## src/rtl/lzc_pipe.sv

```systemverilog
// Pipelined leading/trailing-zero counter with valid/ready handshake and bubble collapsing.
// Define LZC_PIPE_NORM_EN to add the normalised-operand output out_norm.
module lzc_pipe #(
  parameter int WIDTH  = 32,
  parameter int STAGES = 2,
  parameter int TAG_W  = 4
) (
  input  logic                   clk,
  input  logic                   rst,
  input  logic                   in_valid,
  output logic                   in_ready,
  input  logic [WIDTH-1:0]       in_data,
  input  logic                   in_trail,
  input  logic [TAG_W-1:0]       in_tag,
  output logic                   out_valid,
  input  logic                   out_ready,
  output logic [$clog2(WIDTH):0] out_count,
  output logic                   out_zero,
`ifdef LZC_PIPE_NORM_EN
  output logic [WIDTH-1:0]       out_norm,
`endif
  output logic [TAG_W-1:0]       out_tag
);

  localparam int LW = $clog2(WIDTH);
  localparam int W2 = 1 << LW;
  localparam int CW = LW + 1;

  // Register index k (1..STAGES) placed after tree level lvl, or 0 if none.
  function automatic int reg_of(input int lvl);
    int r;
    r = 0;
    for (int k = 1; k <= STAGES; k++)
      if ((k * LW + STAGES - 1) / STAGES == lvl) r = k;
    return r;
  endfunction

  logic [STAGES:1] sv;
  logic [STAGES:1] load;
  logic [STAGES:1] cap;
  logic [STAGES:0] vchain;

  assign vchain = {sv, in_valid};

  // A stage may load when it is empty or when everything below it can move.
  always_comb begin : p_load
    logic acc;
    acc  = out_ready;
    load = '0;
    cap  = '0;
    for (int k = STAGES; k >= 1; k--) begin
      acc     = acc | ~sv[k];
      load[k] = acc;
      cap[k]  = acc & vchain[k-1];
    end
  end

  always_ff @(posedge clk or posedge rst) begin
    if (rst) begin
      sv <= '0;
    end else begin
      for (int k = 1; k <= STAGES; k++)
        if (load[k]) sv[k] <= vchain[k-1];
    end
  end

  assign in_ready  = load[1];
  assign out_valid = vchain[STAGES];

  for (genvar l = 0; l <= LW; l++) begin : g_lvl
    localparam int RK = reg_of(l);
    logic [(W2>>l)-1:0]         cv, ov;
    logic [(W2>>l)-1:0][LW-1:0] cc, oc;
    logic [TAG_W-1:0]           ctag, otag;
`ifdef LZC_PIPE_NORM_EN
    logic [WIDTH-1:0]           cdata, odata;
    logic                       ctrail, otrail;
`endif

    if (l == 0) begin : g_leaf
      // Ones padded below the LSB stop the search at WIDTH for an all-zero operand.
      always_comb begin
        cv = '1;
        for (int i = 0; i < WIDTH; i++)
          cv[W2 - WIDTH + i] = in_trail ? in_data[WIDTH - 1 - i] : in_data[i];
        cc = '0;
      end
      assign ctag = in_tag;
`ifdef LZC_PIPE_NORM_EN
      assign cdata  = in_data;
      assign ctrail = in_trail;
`endif
    end else begin : g_merge
      always_comb begin
        cv = '0;
        cc = '0;
        for (int j = 0; j < (W2 >> l); j++) begin
          cv[j] = g_lvl[l-1].ov[2*j+1] | g_lvl[l-1].ov[2*j];
          cc[j] = g_lvl[l-1].ov[2*j+1] ? g_lvl[l-1].oc[2*j+1]
                                       : (g_lvl[l-1].oc[2*j] | LW'(1 << (l - 1)));
        end
      end
      assign ctag = g_lvl[l-1].otag;
`ifdef LZC_PIPE_NORM_EN
      assign cdata  = g_lvl[l-1].odata;
      assign ctrail = g_lvl[l-1].otrail;
`endif
    end

    if (RK != 0) begin : g_reg
      always_ff @(posedge clk or posedge rst) begin
        if (rst) begin
          ov   <= '0;
          oc   <= '0;
          otag <= '0;
`ifdef LZC_PIPE_NORM_EN
          odata  <= '0;
          otrail <= 1'b0;
`endif
        end else if (cap[RK]) begin
          ov   <= cv;
          oc   <= cc;
          otag <= ctag;
`ifdef LZC_PIPE_NORM_EN
          odata  <= cdata;
          otrail <= ctrail;
`endif
        end
      end
    end else begin : g_thru
      assign ov   = cv;
      assign oc   = cc;
      assign otag = ctag;
`ifdef LZC_PIPE_NORM_EN
      assign odata  = cdata;
      assign otrail = ctrail;
`endif
    end
  end

  logic [CW-1:0] cnt;

  // Root block is only invalid for an all-zero operand when WIDTH is a power of two.
  always_comb begin
    cnt       = g_lvl[LW].ov[0] ? {1'b0, g_lvl[LW].oc[0]} : CW'(WIDTH);
    out_count = out_valid ? cnt : '0;
    out_zero  = out_valid & (cnt == CW'(WIDTH));
  end

  assign out_tag = g_lvl[LW].otag;

`ifdef LZC_PIPE_NORM_EN
  assign out_norm = g_lvl[LW].otrail ? (g_lvl[LW].odata >> cnt) : (g_lvl[LW].odata << cnt);
`endif

endmodule

```

## config.mk

```make
export PLATFORM = sky130hd
export DESIGN_NAME = lzc_pipe
export DESIGN_NICKNAME = d
export VERILOG_FILES = /design/src/rtl/lzc_pipe.sv
export SDC_FILE = /design/constraint.sdc
export NUM_CORES = 1
export LEC_CHECK = 0
export ABC_AREA = 1
export CAP_MARGIN = 0
export CORE_ASPECT_RATIO = 1.25
export CORE_UTILIZATION = 50
export DETAILED_ROUTE_END_ITERATION = 8
export PLACE_DENSITY = 0.81
export SLEW_MARGIN = 20
export SYNTH_ARGS = -nofsm -noshare
export SYNTH_HDL_FRONTEND = slang
export SYNTH_SLANG_ARGS = --single-unit
```

## constraint.sdc

```tcl
create_clock -name clk -period 1.25 [get_ports clk]
set_input_delay 0.1875 -clock clk [delete_from_list [all_inputs] [get_ports clk]]
set_output_delay 0.1875 -clock clk [all_outputs]
set_load 0.02 [all_outputs]
```

==> results.yml, run 1 <==
outcome:
  status: "completed"
synthesis:
  synth-warning-count: 0
  synthCells: 374
  synth_top_family_by_area: "simple AND/OR/NAND/NOR gates"
  synth_fa_ha_area_share_pct: 0
  ys_seq_area_share_pct: 35.32
  ys_top_cells_by_area: "dfrtp_1 35%, nand2_1 33%, inv_1 8.1%"
  synth.mux.area_fraction_pct: 0
  postSynthNetCount: 415
  yosys.area_share.simple_pct: 43.38
  synth_largest_type_area_fraction_pct: 35.32
  synth_area_per_cell_sq_um: 6.062
  synth-xor-area-share_pct: 0
  synth-compound-area-share_pct: 7.285
  synth-seq-cells: 32
  synth_cell_type_count: 21
  synthesis.area_sq_um: 2267
  cell_taking_the_most_area_after_synthesis: "dfrtp_1"
clocking:
  cts_max_level: 2
  cts.hold.buffers_added: 0
  post-cts-setup-buffers: 0
  cts-root-buf: "clkbuf_8"
  cts.clk_slew.worst_paths_ps: 60
  clkLatencyLatePin_ps: 290
  tritoncts_clock_tree: "built"
  cts_buffer_depth: 2
  clock_sinks: 32
  cts_buffers: 5
final_layout:
  mostFrequentLayoutCell: "nand2_1"
  final_core_utilization_pct: 70.11
  antennaDiodeCount: 0
  final_cell_area_excluding_filler_cells_sq_um: 3079
  final_net_count: 483
  layout_common_cells: "199 x nand2_1, 49 x inv_1, 39 x clkdlybuf4s50_1, 30 x dfrtp_1, 23 x buf_4"
  final_layout_size_suffix_gt1_share_pct: 13.32
  layout.cells.non_filler: 501
  area.growth.synth_to_final_pct: 35.82
  fill_cells: 388
power:
  p_per_area_nw_per_um2: 1061
  p_int_w: 0.002179
  seq_power_share_pct: 40.2
  post-layout-total-power_w: 0.003268
  cell_leakage_power_nw: 1.720
  comb_power_share_pct: 35.6
  power.switching_fraction_pct: 33.31
  power.switching_w: 0.001089
  ir_worst_vdd_mv: 0.4653
  pwr-share-clk_pct: 24.3
global_route:
  grt_remaining_overflow: 0
  globalRouteTotalUtil_pct: 22.28
  grt_start_max_net_pins: 34
  grt_antenna_before_repair: 0
  via_count_of_the_first_global_routing_pass: 2105
  grt_first_pass_wirelength_mm: 8.611
worst_setup_path:
  worst-setup-path-type: "reg -> out"
  timing.rr.start: "sv[2]"
  worst_ep_required_time_ps: 1060
  reg2reg_depth: 8
  worstPathArrival_ps: 1050
  ff2ff_setup_slack_ps: 60
  critical_path_peak_fanout: 5
  regToRegEndpoint: "g_lvl[3].oc[10]"
  crit_path_end_kind: "primary output"
  timing.critical_path.from_type: "flip-flop"
sta:
  timing_hold_violations_final: 0
  final_min_period_over_clock_period_pct: 99.22
  fmaxAchievable_ghz: 0.8063
  worst_slack_ps: 9.792
  max_slew.worst_pin.slew_ps: 321.3
  setup_viol: 0
  timing.max_slew.rel_slack_pct: 78.55
  fin_crit_ps: 1240
  rsz_0062_raised_after_global_routing: "yes"
  finalMaxSlewViolations: 0
  worst_clock_skew_ps: 3.491
routing:
  drt-wirelength-per-cell_um: 9.760
  drt-pass1-iter-count: 5
  vias_after_detailed_routing: 2343
  drcViolationCount: 0
  detailedRoute.firstIterationViolations: 101
  antenna_left: 0
  routed_via_density: 4.677
  postRouteWirelength_mm: 4.890
min_path:
  worst_hold_class: "in -> async"
floorplanning:
  rows: 27
  initial_core_util_pct: 51.62
  core_ar_sq_um: 4392
  floorplan.die.width_um: 62.23
  i_o_pins: 54
  dieArea_sq_um: 4809
  die_h_um: 77.29
place:
  place_hpwl_mm: 3.793
  preCtsSetupSlack_ps: -413.3
  post_dp_cell_area_sq_um: 2940
  placed_cells_incl_taps: 491
  port_buffers: 53
  place.gp.congestion: 0.8480
flow_run:
  cap_viol_max_count: 0
-- Yosys cell counts --
cell type  instances
nor2_1            26
o211ai_1           5
a21oi_1            7
buf_6              5
inv_2              1
buf_12             1
nor2_2             3
nand4_1            1
nand2_2            8
inv_8              1
nand3_1            7
buf_2              4
nand2_1          201
nor2_4             1
buf_4              3
inv_1             49
o21ai_0           15
dfrtp_1           32
o21ai_1            2
nand3_2            1
o21bai_1           1
-- power by group through the flow --
stage          Clock, W  Sequential (W)  Combinational, W
3_5_place_dp          0         0.00133           0.00116
3_3_place_gp          0         0.00132           0.00114
4_1_cts        0.000820         0.00131           0.00114
2_1_floorplan         0         0.00137          0.000628
5_1_grt        0.000855         0.00133           0.00130
6_report       0.000793         0.00131           0.00116
-- repair_timing --
| item | 4_1_cts | 5_1_grt |
|---|---|---|
| gates cloned | 1 | 1 |
| pin swaps | 0 | 1 |
| endpoints found under the setup margin | 28 | 20 |
| gates resized for setup | 48 | 16 |
-- area by class of cell --
| type | instances | area [sq um] | share of cell area [%] |
|---|---|---|---|
| multi-input combinational | 278 | 1181 | 38.36 |
| sequential | 32 | 803.3 | 26.09 |
| timing repair buffer | 74 | 721.9 | 23.45 |
| inverter | 51 | 210.2 | 6.827 |
| clock buffer | 8 | 90.09 | 2.926 |
| tap | 58 | 72.57 | 2.357 |
-- worst max-delay path, stage by stage, from the launching register on --
cell	delay (ps)
dfrtp_2	440
nand2_4	90
nor2_1	100
buf_4	150
-- registers in the layout, indices dropped and copies added (netlist names) --
name / cells
g_lvl.oc: 17
g_lvl.ov: 5
g_lvl.otag: 4
out_tag: 4
sv: 2
-- through the flow --
stage | setup TNS [ps] | hold slack, ps
6_report | 0 | 155.1
2_1_floorplan | 0 | 297.1
3_3_place_gp | -7412 | 450.6
5_1_grt | -310.5 | 190.5
4_1_cts | 0 | 162.2
3_5_place_dp | -8641 | 459.2
-- cell families (layout without fill, tap and decap cells) --
logic type	count (synthesis)	in the layout
flip-flops	32	32
AO/OA/AOI/OAI	30	30
buffers and inverters	64	133
AND/OR/NAND/NOR	248	248
-- layer usage --
| metal | wire [um] | GRT usage (%) | vias up |
|---|---|---|---|
| met4 | 139 | 10.93 | 0 |
| met3 | 163 | 3.125 | 15 |
| met1 | 2109 | 26.13 | 1020 |
| met2 | 2478 | 39.45 | 61 |
| met5 | 0 | 0 | - |
| li1 | - | - | 1247 |
-- worst max-delay path by stage --
stage | startpoint | to | slack, ps | depth (start not counted)
finish | sv[2] | out_count[3] | 10 | 3
global route | sv[2] | out_count[3] | -70 | 3
CTS | sv[2] | out_count[3] | 1 | 3
detailed placement | in_trail | g_lvl[3].oc[15] | -410 | 10
global placement | in_trail | g_lvl[3].oc[15] | -370 | 10
floorplan | sv[2] | g_lvl[3].oc[5] | 1 | 7
No activity file was read; power rests on OpenSTA's default activity.
==> inputs of run 2 (changes only) <==
ABC_AREA = 0   (was 1)
CORE_UTILIZATION = 48   (was 50)
RECOVER_POWER = 25   (was not set)
==> run 2 against run 1 <==
Effect of this change: the flow now finishes with violations (setup timing); die area is 12% lower; register-to-register slack worse by 180 ps; synthesized area is 16% lower; first-iteration DRC count is 22% lower; clock-buffer cell count stayed put; clock skew hardly changed; critical path depth is 2 higher; final cell count is 25% lower; critical path type is now in -> reg; largest power group unchanged.
==> results.yml, run 2 <==
worst_setup_path:
  crit_path_end_kind: "flip-flop"
  timing.critical_path.from_type: "input port"
  critical_path_peak_fanout: 2
  worst-setup-path-type: "in -> reg"
  worstPathArrival_ps: 1550
  worst_ep_required_time_ps: 1420
synthesis:
  yosys.area_share.simple_pct: 26.25
  cell_with_the_most_instances_after_synthesis: "dfrtp_1"
  synth_top_family_by_area: "simple AND/OR/NAND/NOR gates"
  synthesis.area_sq_um: 1897
  synth-warning-count: 0
  ys_top_cells_by_area: "dfrtp_1 42%, nand2_1 5.9%, a21oi_1 5.8%"
  synth_area_per_cell_sq_um: 8.319
  postSynthNetCount: 269
  number_of_flops_mapped_to_enable_cells_by_yosys: 0
  synth_fa_ha_area_share_pct: 0
  synth-seq-cells: 32
  synthFlopType: "dfrtp_1"
  synth.mux.area_fraction_pct: 5.541
  synth.cells.most_frequent: "32 x dfrtp_1, 30 x nand2_1, 22 x a21oi_1"
  synth_largest_type_area_fraction_pct: 42.22
  synth-compound-area-share_pct: 20.78
  cell_taking_the_most_area_after_synthesis: "dfrtp_1"
  synthCells: 228
  proportion_of_register_bits_with_asynchronous_set_or_reset_after_synthesis_pct: 100.0
  synth_cell_type_count: 30
  synth-xor-area-share_pct: 0
  ys_seq_area_share_pct: 42.22
clocking:
  cts_max_level: 2
  clock_sinks: 32
  cts.clk_slew.worst_paths_ps: 60
  clkLatencyLatePin_ps: 280
  cts-root-buf: "clkbuf_8"
  cts_buffers: 5
  tritoncts_clock_tree: "built"
  cts_buffer_depth: 2
sta:
  worst_clock_skew_ps: 3.438
  timing.max_slew.rel_slack_pct: 48.46
  fmaxAchievable_ghz: 0.7229
  fin_crit_ps: 1383
  setup_viol: 19
  worst_slack_ps: -133.4
  final_min_period_over_clock_period_pct: 110.7
  final.hold.worst_slack_ps: 470.3
  finalMaxSlewViolations: 0
  timing_hold_violations_final: 0
  rsz_0062_raised_after_global_routing: "yes"
  max_slew.worst_pin.slew_ps: 773.1
power:
  pwr-share-clk_pct: 25.9
  p_per_area_nw_per_um2: 996.9
  ir_worst_vdd_mv: 0.4528
  cell_leakage_power_nw: 1.466
  p_int_w: 0.002156
  power.switching_fraction_pct: 31.31
  seq_power_share_pct: 41.2
  comb_power_share_pct: 32.9
  power.switching_w: 0.0009827
final_layout:
  largest_register: "g_lvl.oc"
  final_net_count: 360
  final_core_utilization_pct: 83.17
  final_layout_size_suffix_gt1_share_pct: 36.25
  largest_registers: "g_lvl.oc (17), g_lvl.ov (5)"
  fill_cells: 215
  layout_common_cells: "34 x clkdlybuf4s50_1, 34 x buf_4, 30 x dfrtp_1, 23 x nand2_1, 18 x a21oi_1"
  largest_register_ff_count: 17
  antennaDiodeCount: 0
  area.growth.synth_to_final_pct: 65.96
routing:
  detailedRoute.firstIterationViolations: 79
  postRouteWirelength_mm: 5.748
  drt-wirelength-per-cell_um: 15.37
  drcViolationCount: 0
  drt-pass1-iter-count: 5
  vias_after_detailed_routing: 2087
  antenna_left: 0
  routed_via_density: 5.580
floorplanning:
  floorplan.die.width_um: 58.23
  i_o_pins: 54
  dieArea_sq_um: 4209
  core_ar_sq_um: 3785
  die_h_um: 72.29
  initial_core_util_pct: 50.12
  rows: 25
global_route:
  grt_start_max_net_pins: 33
  globalRouteTotalUtil_pct: 24.09
  grt_first_pass_wirelength_mm: 7.769
  grt_antenna_before_repair: 0
  via_count_of_the_first_global_routing_pass: 1854
  grt_remaining_overflow: 0
outcome:
  status: "finished with violations"
  failed_checks: "setup timing"
place:
  place_hpwl_mm: 3.521
  preCtsSetupSlack_ps: -651.3
  port_buffers: 53
  place.gp.congestion: 0.9065
flow_run:
  cap_viol_max_count: 0
min_path:
  worst_hold_class: "reg -> reg"
[run 2: cell types whose count changed in the layout (fill, tap and decap cells not counted), sizes merged, moves of 8 or more]
cell,previous run,this run
nor3b,0,8
nor3,0,18
nor2,30,17
nand2,209,31
a21oi,7,22
buf,28,48
nor2b,0,8
nand3,8,0
inv,51,11
a211oi,0,11
[run 2: timing repair]
action                     CTS  global route
setup endpoints to repair   30            38
cloned                       0             3
setup buffers                4             4
hold buffers                 0             0
gates resized for setup     53            69
pin swaps                    2            12
[run 2: power by group through the flow]
stage                     Sequential (W)  Combinational (W)  Clock (W)
after floorplan                  0.00129           0.000429          0
after global placement           0.00129           0.000858          0
after detailed placement         0.00130           0.000878          0
after CTS                        0.00128           0.000851   0.000809
after global routing             0.00131            0.00110   0.000878
final                            0.00129            0.00103   0.000814
[run 2: routing by layer]
metal | GRT usage [%] | part of all wire [%] | up-vias
li1 | - | - | 991
met1 | 26.33 | 39 | 986
met2 | 44.19 | 54 | 94
met3 | 6.239 | 4.4 | 16
met4 | 8.730 | 2.7 | 0
met5 | 0 | 0 | -
[run 2: layout make-up]
type / instances / area, sq um / share of cell area (%)
timing repair buffer: 95 / 900.9 / 28.62
multi-input combinational: 174 / 1245 / 39.55
inverter: 11 / 41.29 / 1.312
clock buffer: 8 / 90.09 / 2.862
sequential: 32 / 803.3 / 25.52
tap: 54 / 67.56 / 2.146
[run 2: critical path: stages]
cell	delay (ps)
clkdlybuf4s50_1	450
nor2_2	180
a21oi_2	90
or3_4	370
o32a_1	290
[run 2: worst paths after layout]
kind | from | to | slack [ps] | cells after the start
min in group asynchronous | rst | g_lvl[3].oc[0] | 560 | 3
max in group asynchronous | rst | sv[2] | 140 | 3
max reg2reg | sv[2] | g_lvl[3].ov[0] | -120 | 4
min | out_tag[0] | out_tag[0] | 470 | 2
min reg2reg | out_tag[0] | out_tag[0] | 470 | 2
max | in_data[24] | g_lvl[3].ov[0] | -130 | 5
[run 2: stage by stage]
step	cell area, sq um	total power [W]	TNS (ps)	cells
5_1_grt	3148	0.003292	-1829	374
4_1_cts	2839	0.002939	-395.3	368
6_report	3148	0.003138	-834.6	374
2_1_floorplan	1913	0.001723	-446.4	228
3_3_place_gp	2725	0.002151	-11610	356
3_5_place_dp	2725	0.002177	-12310	356
[run 2: kinds of logic after synthesis]
| group | after synthesis |
|---|---|
| AOI/OAI and AO/OA | 65 |
| DFF | 32 |
| muxes | 10 |
| and+or+nand+nor | 98 |
| buffers and inverters | 23 |
==> inputs of run 3 (changes only) <==
CORE_ASPECT_RATIO = not set   (was 1.25)
==> run 3 against run 2 <==
Effect of this change: the run still ends with setup timing left; largest cell class unchanged; highest routed layer unchanged; largest power group unchanged; sequential power hardly changed; register-to-register slack worse by 70 ps; non-clock buffer count is 1 higher; worst hold slack worse by 19 ps; die area hardly changed; final cell count is 1.3% lower; fmax is 3.9% lower; clock skew is 1.4 ps higher; global-route usage is 1.6 points higher.
==> results.yml, run 3 (same netlist as run 2, synthesis figures left out) <==
outcome:
  status: "finished with violations"
  failed_checks: "setup timing"
worst_setup_path:
  worst_ep_required_time_ps: 1410
  worstPathArrival_ps: 1600
  crit_slowest_cell: "dfrtp_2"
  critical-path-max-stage-delay_ps: 420
  critical_path_peak_fanout: 4
  cp_cell_sequence: "buf_6, nand3b_4, nand2_4, or3_4, o32a_1"
  crit_path_end_kind: "flip-flop"
  timing.critical_path.from_type: "flip-flop"
  ff2ff_setup_slack_ps: -190
  worst-setup-path-type: "reg -> reg"
clocking:
  cts_buffer_depth: 2
  cts.clk_slew.worst_paths_ps: 60
  cts_max_level: 2
  clock_sinks: 32
  cts-root-buf: "clkbuf_8"
  tritoncts_clock_tree: "built"
  clkLatencyLatePin_ps: 280
  cts.hold.buffers_added: 0
  cts_buffers: 5
sta:
  final_min_period_over_clock_period_pct: 115.2
  worst_clock_skew_ps: 4.854
  fin_crit_ps: 1440
  finalMaxSlewViolations: 0
  timing.max_slew.rel_slack_pct: 41.53
  rsz_0062_raised_after_global_routing: "yes"
  fmaxAchievable_ghz: 0.6944
  max_slew.worst_pin.slew_ps: 877.0
  timing_hold_violations_final: 0
  setup_viol: 27
  final.hold.worst_slack_ps: 451.4
  worst_slack_ps: -190.1
power:
  cell_leakage_power_nw: 1.433
  ir_worst_vdd_mv: 0.6080
  p_per_area_nw_per_um2: 1015
routing:
  drt-pass1-iter-count: 4
  drt-wirelength-per-cell_um: 16.42
  detailedRoute.firstIterationViolations: 129
  vias_after_detailed_routing: 2148
  routed_via_density: 5.821
  postRouteWirelength_mm: 6.058
  antenna_left: 0
  drcViolationCount: 0
final_layout:
  mostFrequentLayoutCell: "clkdlybuf4s50_1"
  fill_cells: 209
  final_net_count: 361
  layout_common_cells: "36 x clkdlybuf4s50_1, 31 x buf_4, 29 x dfrtp_1, 22 x nand2_1, 17 x a21oi_1"
  largest_register_ff_count: 17
  area.sequential_sq_um: 804.5
  multi_input_comb_area_sq_um: 1207
  area.growth.synth_to_final_pct: 64.51
  antennaDiodeCount: 0
  final_core_utilization_pct: 83.97
  largest_registers: "g_lvl.oc (17), g_lvl.ov (5)"
  final_layout_size_suffix_gt1_share_pct: 33.96
  largest_register: "g_lvl.oc"
global_route:
  grt_antenna_before_repair: 0
  via_count_of_the_first_global_routing_pass: 1908
  globalRouteTotalUtil_pct: 25.72
  grt_first_pass_wirelength_mm: 8.217
  grt_start_max_net_pins: 28
  grt_remaining_overflow: 0
floorplanning:
  floorplan.die.width_um: 64.86
  i_o_pins: 54
  core_ar_sq_um: 3716
  rows: 22
  initial_core_util_pct: 51.04
  die_h_um: 64.86
  dieArea_sq_um: 4207
place:
  place_hpwl_mm: 3.612
  port_buffers: 53
  place.gp.congestion: 0.8441
min_path:
  worst_hold_class: "in -> reg"
flow_run:
  cap_viol_max_count: 0
-- run 3: repair_timing --
action                     in CTS  in global routing
setup endpoints to repair      31                 39
pin swaps                       2                  7
gates cloned                    1                  2
buffers inserted                6                  4
resized for setup              61                 57
-- run 3: final timing paths --
check	from	end	cells after the start
worst max-delay path	sv[2]	g_lvl[3].ov[0]	5
worst min-delay path	in_data[7]	g_lvl[3].ov[3]	5
worst max register to register	sv[2]	g_lvl[3].ov[0]	5
worst min register to register	g_lvl[3].otag[0]	out_tag[0]	2
max in group asynchronous	rst	g_lvl[3].ov[1]	3
min in group asynchronous	rst	g_lvl[3].otag[3]	3
-- run 3: through the flow --
stage                     cell area, sq um  power [W]  worst slack [ps]  cells  TNS, ps
after detailed placement              2685   0.002168            -624.5    349   -11980
after floorplan                       1913   0.001723            -189.9    228   -446.4
final                                 3120   0.003167            -190.1    369    -2459
after global placement                2685   0.002141            -559.6    349   -11020
after global routing                  3120   0.003292            -243.6    369    -3472
after CTS                             2874   0.002975            -185.2    364    -1890
-- run 3: cell type report --
| class | count | share of cell area, % |
|---|---|---|
| sequential | 32 | 25.78 |
| timing repair buffer | 96 | 29.39 |
| clock buffer | 8 | 2.887 |
| inverter | 11 | 1.323 |
| tap | 48 | 1.925 |
| multi-input combinational | 174 | 38.69 |
-- run 3: per-layer routing --
layer | global-route usage [%] | wire, um | vias to the layer above
met5 | 0 | 0 | -
met4 | 10.00 | 227 | 0
met3 | 3.697 | 344 | 24
met2 | 46.61 | 3199 | 108
met1 | 30.20 | 2287 | 1024
li1 | - | - | 992
-- run 3: critical path, delay by kind of cell, from the launching register on --
family	cells	cell delay, ps
buf+inv	1	130
flops	1	420
compound gates	1	300
simple gates	3	480
-- run 3: power breakdown --
group          total [W]  internal, W  switching (W)
Combinational    0.00107     0.000542       0.000525
Sequential       0.00129      0.00118       0.000116
Clock           0.000805     0.000448       0.000356
Total            0.00317      0.00217       0.000997
